--- config.mk ---
export PLATFORM = sky130hd
export DESIGN_NAME = axi_simple_master
export DESIGN_NICKNAME = d
export VERILOG_FILES = /design/src/rtl/axi_pkg.sv /design/src/rtl/axi_simple_master.sv
export SDC_FILE = /design/constraint.sdc
export NUM_CORES = 1
export LEC_CHECK = 0
export BUFFER_PORTS_ARGS = -buffer_cell sky130_fd_sc_hd__buf_2
export CORE_AREA = 8 8 159 161
export CTS_CLUSTER_DIAMETER = 80
export CTS_CLUSTER_SIZE = 25
export DETAILED_ROUTE_END_ITERATION = 7
export DIE_AREA = 0 0 167 169
export GPL_TIMING_DRIVEN = 1
export PLACE_DENSITY = 0.59
export SETUP_SLACK_MARGIN = 0.5
export SYNTH_ARGS = -nofsm -noshare
export SYNTH_HDL_FRONTEND = slang
export SYNTH_SLANG_ARGS = --single-unit
--- constraint.sdc ---
create_clock -name clk -period 1.95 [get_ports clk]
set_input_delay 0.195 -clock clk [delete_from_list [all_inputs] [get_ports clk]]
set_output_delay 0.195 -clock clk [all_outputs]
set_load 0.05 [all_outputs]
--- src/rtl/axi_pkg.sv ---
// Shared AXI4 encodings and the FSM state type for the simple master.
package axi_pkg;

  // Burst type encodings
  localparam logic [1:0] BURST_FIXED = 2'b00;
  localparam logic [1:0] BURST_INCR  = 2'b01;
  localparam logic [1:0] BURST_WRAP  = 2'b10;

  // Response encodings
  localparam logic [1:0] RESP_OKAY   = 2'b00;
  localparam logic [1:0] RESP_EXOKAY = 2'b01;
  localparam logic [1:0] RESP_SLVERR = 2'b10;
  localparam logic [1:0] RESP_DECERR = 2'b11;

  // Largest legal size encoding on a 64-bit bus (8 bytes)
  localparam logic [2:0] MAX_SIZE = 3'd3;

  // Master transaction sequencer states
  typedef enum logic [2:0] {
    ST_IDLE  = 3'd0,
    ST_WR    = 3'd1,
    ST_WRESP = 3'd2,
    ST_RD    = 3'd3,
    ST_RDATA = 3'd4,
    ST_RSP   = 3'd5
  } sm_state_e;

endpackage

--- src/rtl/axi_simple_master.sv ---
// Single-outstanding AXI4 initiator: turns one load/store request into one
// single-beat AXI transaction and returns one response (data + error flag).
//
// Handshake rule on every channel here: a transfer happens on the rising clock
// edge where valid and ready are both high; a valid, once raised, stays high
// with its payload unchanged until that edge, and ready may do anything.
module axi_simple_master
  import axi_pkg::*;
#(
  parameter int                     ADDR_WIDTH = 32,
  parameter int                     ID_WIDTH   = 1,
  parameter logic [ID_WIDTH-1:0]    AXI_ID     = '0
) (
  input  logic                  clk,
  input  logic                  rst,
  // request port
  input  logic                  req_valid,
  output logic                  req_ready,
  input  logic                  req_write,
  input  logic [ADDR_WIDTH-1:0] req_addr,
  input  logic [2:0]            req_size,
  input  logic [63:0]           req_wdata,
  input  logic [7:0]            req_wstrb,
  // response port
  output logic                  rsp_valid,
  input  logic                  rsp_ready,
  output logic [63:0]           rsp_rdata,
  output logic                  rsp_err,
  // write address channel
  output logic [ID_WIDTH-1:0]   awid,
  output logic [ADDR_WIDTH-1:0] awaddr,
  output logic [7:0]            awlen,
  output logic [2:0]            awsize,
  output logic [1:0]            awburst,
  output logic                  awvalid,
  input  logic                  awready,
  // write data channel
  output logic [63:0]           wdata,
  output logic [7:0]            wstrb,
  output logic                  wlast,
  output logic                  wvalid,
  input  logic                  wready,
  // write response channel
  input  logic [ID_WIDTH-1:0]   bid,
  input  logic [1:0]            bresp,
  input  logic                  bvalid,
  output logic                  bready,
  // read address channel
  output logic [ID_WIDTH-1:0]   arid,
  output logic [ADDR_WIDTH-1:0] araddr,
  output logic [7:0]            arlen,
  output logic [2:0]            arsize,
  output logic [1:0]            arburst,
  output logic                  arvalid,
  input  logic                  arready,
  // read data channel
  input  logic [ID_WIDTH-1:0]   rid,
  input  logic [63:0]           rdata,
  input  logic [1:0]            rresp,
  input  logic                  rlast,
  input  logic                  rvalid,
  output logic                  rready
);

  sm_state_e             state_q, state_d;
  logic [ADDR_WIDTH-1:0] addr_q, addr_d;
  logic [2:0]            size_q, size_d;
  logic [63:0]           wdata_q, wdata_d;
  logic [7:0]            wstrb_q, wstrb_d;
  logic                  aw_done_q, aw_done_d;
  logic                  w_done_q, w_done_d;
  logic [63:0]           rdata_q, rdata_d;
  logic                  err_q, err_d;

  logic aw_done_now;
  logic w_done_now;

  // A channel counts as done if it finished earlier or is finishing this cycle,
  // which lets WR leave on the same edge as the second handshake.
  assign aw_done_now = aw_done_q | awready;
  assign w_done_now  = w_done_q  | wready;

  // Next-state and capture logic for the transaction sequencer
  always_comb begin
    state_d   = state_q;
    addr_d    = addr_q;
    size_d    = size_q;
    wdata_d   = wdata_q;
    wstrb_d   = wstrb_q;
    aw_done_d = aw_done_q;
    w_done_d  = w_done_q;
    rdata_d   = rdata_q;
    err_d     = err_q;
    unique case (state_q)
      ST_IDLE: begin
        if (req_valid) begin
          addr_d    = req_addr;
          size_d    = req_size;
          wdata_d   = req_wdata;
          wstrb_d   = req_wstrb;
          aw_done_d = 1'b0;
          w_done_d  = 1'b0;
          state_d   = req_write ? ST_WR : ST_RD;
        end
      end
      ST_WR: begin
        aw_done_d = aw_done_now;
        w_done_d  = w_done_now;
        if (aw_done_now && w_done_now) begin
          state_d = ST_WRESP;
        end
      end
      ST_WRESP: begin
        if (bvalid) begin
          err_d   = (bresp != RESP_OKAY) | (bid != AXI_ID);
          rdata_d = '0;
          state_d = ST_RSP;
        end
      end
      ST_RD: begin
        if (arready) begin
          state_d = ST_RDATA;
        end
      end
      ST_RDATA: begin
        if (rvalid) begin
          rdata_d = rdata;
          err_d   = (rresp != RESP_OKAY) | (rid != AXI_ID) | ~rlast;
          state_d = ST_RSP;
        end
      end
      ST_RSP: begin
        if (rsp_ready) begin
          state_d = ST_IDLE;
        end
      end
      default: begin
        state_d = ST_IDLE;
      end
    endcase
  end

  // State and capture registers; reset abandons any in-flight transaction
  always_ff @(posedge clk) begin
    if (rst) begin
      state_q   <= ST_IDLE;
      addr_q    <= '0;
      size_q    <= '0;
      wdata_q   <= '0;
      wstrb_q   <= '0;
      aw_done_q <= 1'b0;
      w_done_q  <= 1'b0;
      rdata_q   <= '0;
      err_q     <= 1'b0;
    end else begin
      state_q   <= state_d;
      addr_q    <= addr_d;
      size_q    <= size_d;
      wdata_q   <= wdata_d;
      wstrb_q   <= wstrb_d;
      aw_done_q <= aw_done_d;
      w_done_q  <= w_done_d;
      rdata_q   <= rdata_d;
      err_q     <= err_d;
    end
  end

  // Handshake outputs decode straight from registered state, so nothing
  // here is combinationally dependent on a slave input.
  assign req_ready = (state_q == ST_IDLE) && !rst;
  assign awvalid   = (state_q == ST_WR) && !aw_done_q;
  assign wvalid    = (state_q == ST_WR) && !w_done_q;
  assign bready    = (state_q == ST_WRESP);
  assign arvalid   = (state_q == ST_RD);
  assign rready    = (state_q == ST_RDATA);
  assign rsp_valid = (state_q == ST_RSP);

  assign rsp_rdata = rdata_q;
  assign rsp_err   = err_q;

  // Single-beat INCR transfers with a fixed ID
  assign awid    = AXI_ID;
  assign awaddr  = addr_q;
  assign awlen   = 8'd0;
  assign awsize  = size_q;
  assign awburst = BURST_INCR;
  assign wdata   = wdata_q;
  assign wstrb   = wstrb_q;
  assign wlast   = 1'b1;
  assign arid    = AXI_ID;
  assign araddr  = addr_q;
  assign arlen   = 8'd0;
  assign arsize  = size_q;
  assign arburst = BURST_INCR;

  // Sizes above 8 bytes cannot be carried on this bus
  a_legal_size : assert property (@(posedge clk) disable iff (rst)
    (req_valid && req_ready) |-> (req_size <= MAX_SIZE));

endmodule

# == Yosys cells after proc, flatten, opt, wreduce, memory -nomap -nowiden ==
# Index checks and enable logic that the tools add are counted.
# Widths: inputs -> output; s select.
# word_totals
ff_bits,177
latch_bits,0
mem_bits_rw,0
rom_bits,0
in_bits,188
output_inout_bits,237
n_memories,0
# classes
addsub,0
multipliers,0
n_div,0
order_cmp,0
n_eq_ne,11
shifts,0
muxes,17
n_bitwise,6
n_reduce_logical,16
# op_table
operator,n
$mux 64,2
$pmux 64 s2,1
$mux 3,6
$pmux 3 s6,1
$ne 2x2->1 const B,4
$reduce_bool 2->1,4
$eq 3x2->1 const B,2
$eq 3x3->1 const B,2
$pmux 1 s2,3
$reduce_and 6->1,1
$or 1x1->1,5
$logic_and 1x1->1,4
$ne 2x1->1 const B,2
$reduce_and 2->1,2
$eq 3x1->1 const B,1
$logic_not 1->1,3
$logic_not 3->1,1
$mux 1,3
$reduce_and 3->1,1
$mux 2,1
$not 1->1,1

# == Longest topological paths before layout ==
# depth
ltp_word,5
mapped_depth,8
ltp_nobuf,4

# == Worst setup path after synthesis ==
# No wires, ideal clock.
# synth_timing
path_type,register to output
from,reg state_q[2]
to,out req_ready
t_arrival_ps,2166
required_ps,1755
slack_ps,-411
path_stages_with_launch,4
path_buffers,2
path_cell_list,dfxtp_1 > buf_2 > clkbuf_1 > nor4_1
# synth_between
elab_chain_len,2
# synth_rtl
element,line,text
"start, declared",axi_simple_master.sv:65,"sm_state_e state_q, state_d;"
"start signal, assigned",axi_simple_master.sv:156,state_q <= state_d;
$logic_not 3->1,axi_simple_master.sv:170,assign req_ready = (state_q == ST_IDLE) && !rst;
$logic_and 1x1->1,axi_simple_master.sv:170,
"end, declared",axi_simple_master.sv:18,"output logic req_ready,"
# Every way passes these cells.

# == Final worst setup path ==
# layout_timing
from,reg state_q[1]
to,reg rdata_q[62] (netlist: rsp_rdata[62])
# layout_between
elab_chain_len,3
elab_cells_between_ends,7
cone_classes,eq/ne (4); mux (1); reduce/logical (2)
# layout_rtl
element,line,text
$eq 3x3->1 or $eq 3x2->1 (tied branches),axi_simple_master.sv:94,unique case (state_q)
$ne 2x2->1 (no line) or $reduce_bool 2->1 (tied branches),n/a,
$reduce_and 3->1 (no line),n/a,
"end signal, assigned",axi_simple_master.sv:163,rdata_q <= rdata_d;
"end, declared",axi_simple_master.sv:72,"logic [63:0] rdata_q, rdata_d;"
# Several ways; a longest one is shown, not always the timed one.
# A chain may end at the register's enable or synchronous reset.

==> out/summary.txt <==
Final setup vio count -> 0
DR vias/cell -> 4.72
TritonCTS Buffers -> 17
Slew headroom -> 0.625
WS Path Type -> flop to flop
Boundary pin count -> 425
Final instance area -> 12800 µm²
Worst Path Arrival -> 2.11 ns
Critical path peak fanout -> 6
Leading cell type in the layout, fill and taps excluded -> buf_2
Worst vdd ir -> 558 µV
Critical Path End Type -> flop
Placement Rows -> 56
H-Tree Depth -> 4
#FFs+latches synth -> 177
Critical path required time -> 2.25 ns
Sw Share -> 0.379
Routed WL -> 31.7 mm
Tot GR Track Use -> 0.202
Final ANT Viol Nets -> 0
Chip height -> 169 µm
Status -> finished clean
Int Pwr -> 8.65 mW
Gpl congestion -> 0.783
Critical Path Start -> state_q[1]
Worst setup SP type -> flop
Switching power -> 5.29 mW
Worst Hold Class -> primary input to flop
Yosys cell types -> 33
Fmax achieved -> 553 MHz
Total clock sinks -> 177
P&R area growth vs syn -> 93.6%
DIE WIDTH -> 167 µm
Synth Cell Area -> 6620 µm²
Detailed Routing Iterations Pass 1 -> 5
Post-Syn Instances -> 792
Die ar. -> 28200 µm²
Clock network power share -> 0.268
First-pass GRT wire length -> 44.8 mm
Clk root buf -> clkbuf_16
Vias -> 7661
Skew-Pair Late Insertion Delay -> 0.43 ns
DRC -> 0
Clk_skew -> 0.0133 ns
Seq pwr share -> 0.300
Yosys warns -> 0
Tcrit/Tclk final -> 0.927
Mean Syn Cell Area -> 8.35 µm²
Placed inst area -> 8610 µm²
Post-layout min period -> 1.81 ns
Final #Nets -> 1509
Ys flop type -> dfxtp_1
Share of cells above drive strength 1 -> 0.510
Largest net degree at the start of global routing -> 67
1st-iter DRT viols -> 445
Combinational share of power -> 0.432
Seq/Total Area, Yosys -> 0.536
DR WL/cell -> 19.5 µm
Core footprint -> 22900 µm²
Pwr per Cell Area -> 1090 nW/µm²
Async S/R FF share, synth -> 0
Grt ovf -> 0
Final Max Tran Viols -> 0
PortBufs -> 401
Clk buf depth -> 2
Number of flops mapped to enable cells by yosys -> 0
TritonCTS clock tree -> yes
Initial antenna violation count -> 0
Max Cap Viol -> 0
P_leak -> 5.97 nW
Hold_sp -> req_addr[2]
Worst r2r src -> state_q[1]
Vias in the first global route -> 7872
Final-report hold violation count -> 0
N_diodes -> 0
HPWL Detailed -> 17.1 mm
Most frequent cells in the layout -> buf_2, nand2_1, dfxtp_1, a21oi_1, dlygate4sd3_1
RSZ-0062 raised after global routing -> yes
Worst-margin pin slew -> 0.563 ns
Fin Setup TNS -> 0 ns
Initial core utilization -> 0.289
Clock slew at reported path FFs -> 0.07 ns
[area by class of cell]
type,instances,area [µm²]
fillers,1963,10100
inverters,2,16.3
clock buffers,18,429
multi-input cells,517,3100
repair buffers,606,5140
clock inverters,13,196
well taps,290,363
flip-flops and latches,177,3550
[Yosys cell counts, types with 2 or more instances]
cell type,instances,area [µm²]
nand2_1,218,818
buf_6,4,45.0
nand3b_1,3,22.5
a21oi_1,111,556
nor2_1,70,263
dfxtp_1,177,3540
a22oi_1,66,495
nor3_1,3,15.0
conb_1,2,7.51
buf_2,22,110
nor4_1,2,12.5
clkbuf_1,34,128
inv_1,2,7.51
buf_4,59,443
[critical path, cell delays in order, from the launching register on]
cell and delay [ns]:
dfxtp_4 0.35, buf_6 0.11, buf_6 0.12, nand3b_1 0.18, buf_4 0.15, a21o_4 0.27
buf_12 0.16, buf_12 0.13, a22oi_2 0.13, nor2_1 0.06
[metrics by stage]
step                      power (mW)  hold WS, ns  utilization  setup slack, ns  std cells
after CTS                       13.3     0.000304        0.522            0.168       1597
after global placement          7.74        0.435        0.376            0.311       1398
after floorplan                 6.97        0.331            -            0.471        813
final                           13.9       0.0114        0.559            0.142       1623
after detailed placement        7.75        0.440        0.376            0.280       1398
after global routing            14.5      0.00506        0.559           0.0643       1623
[power by group through the flow]
stage               logic [mW]  registers [mW]  clock network [mW]
finish                    6.02            4.18                3.74
floorplan                 1.67            5.30                   0
CTS                       5.28            4.15                3.83
detailed placement        3.50            4.25                   0
global placement          3.49            4.25                   0
global route              6.30            4.21                4.00
[worst paths after layout]
path | endpoint | slack [ns] | cells after the start
setup / recovery | rsp_rdata[62] | 0.14 | 9
hold / removal | araddr[2] | 0.01 | 3
setup reg to reg | rsp_rdata[62] | 0.14 | 9
hold reg to reg | wdata[43] | 0.45 | 2
[flip-flops by register name, indices dropped and copies added, names as in the netlist]
register	cells
rsp_err	1
wstrb	8
arsize	3
aw_done_q	1
araddr	32
rsp_rdata	64
wdata	64
w_done_q	1
state_q	3
[per-layer routing]
metal | global-route usage | part of all wire | vias to the layer above
li1 | - | - | 3620
met1 | 0.212 | 0.37 | 3617
met2 | 0.359 | 0.51 | 374
met3 | 0.0776 | 0.090 | 50
met4 | 0.0791 | 0.028 | 0
met5 | 0 | 0 | -
[logic make-up after synthesis]
| group | Yosys count | share of synthesized area |
|---|---|---|
| AND/OR/NAND/NOR | 306 | 0.182 |
| AO/OA/AOI/OAI | 185 | 0.168 |
| flip-flops | 177 | 0.536 |
| buffers and inverters | 121 | 0.111 |
| other | 2 | 0.00114 |
| multiplexers | 1 | 0.00170 |
[what timing repair did]
action	CTS	global route
hold endpoints to repair	85	0
hold buffers	85	0
setup endpoints to repair	182	184
setup buffers	50	15
gates resized for setup	127	119
pin swaps	18	96
gates cloned	33	11
Note: power is estimated with default switching activity, not from simulation.
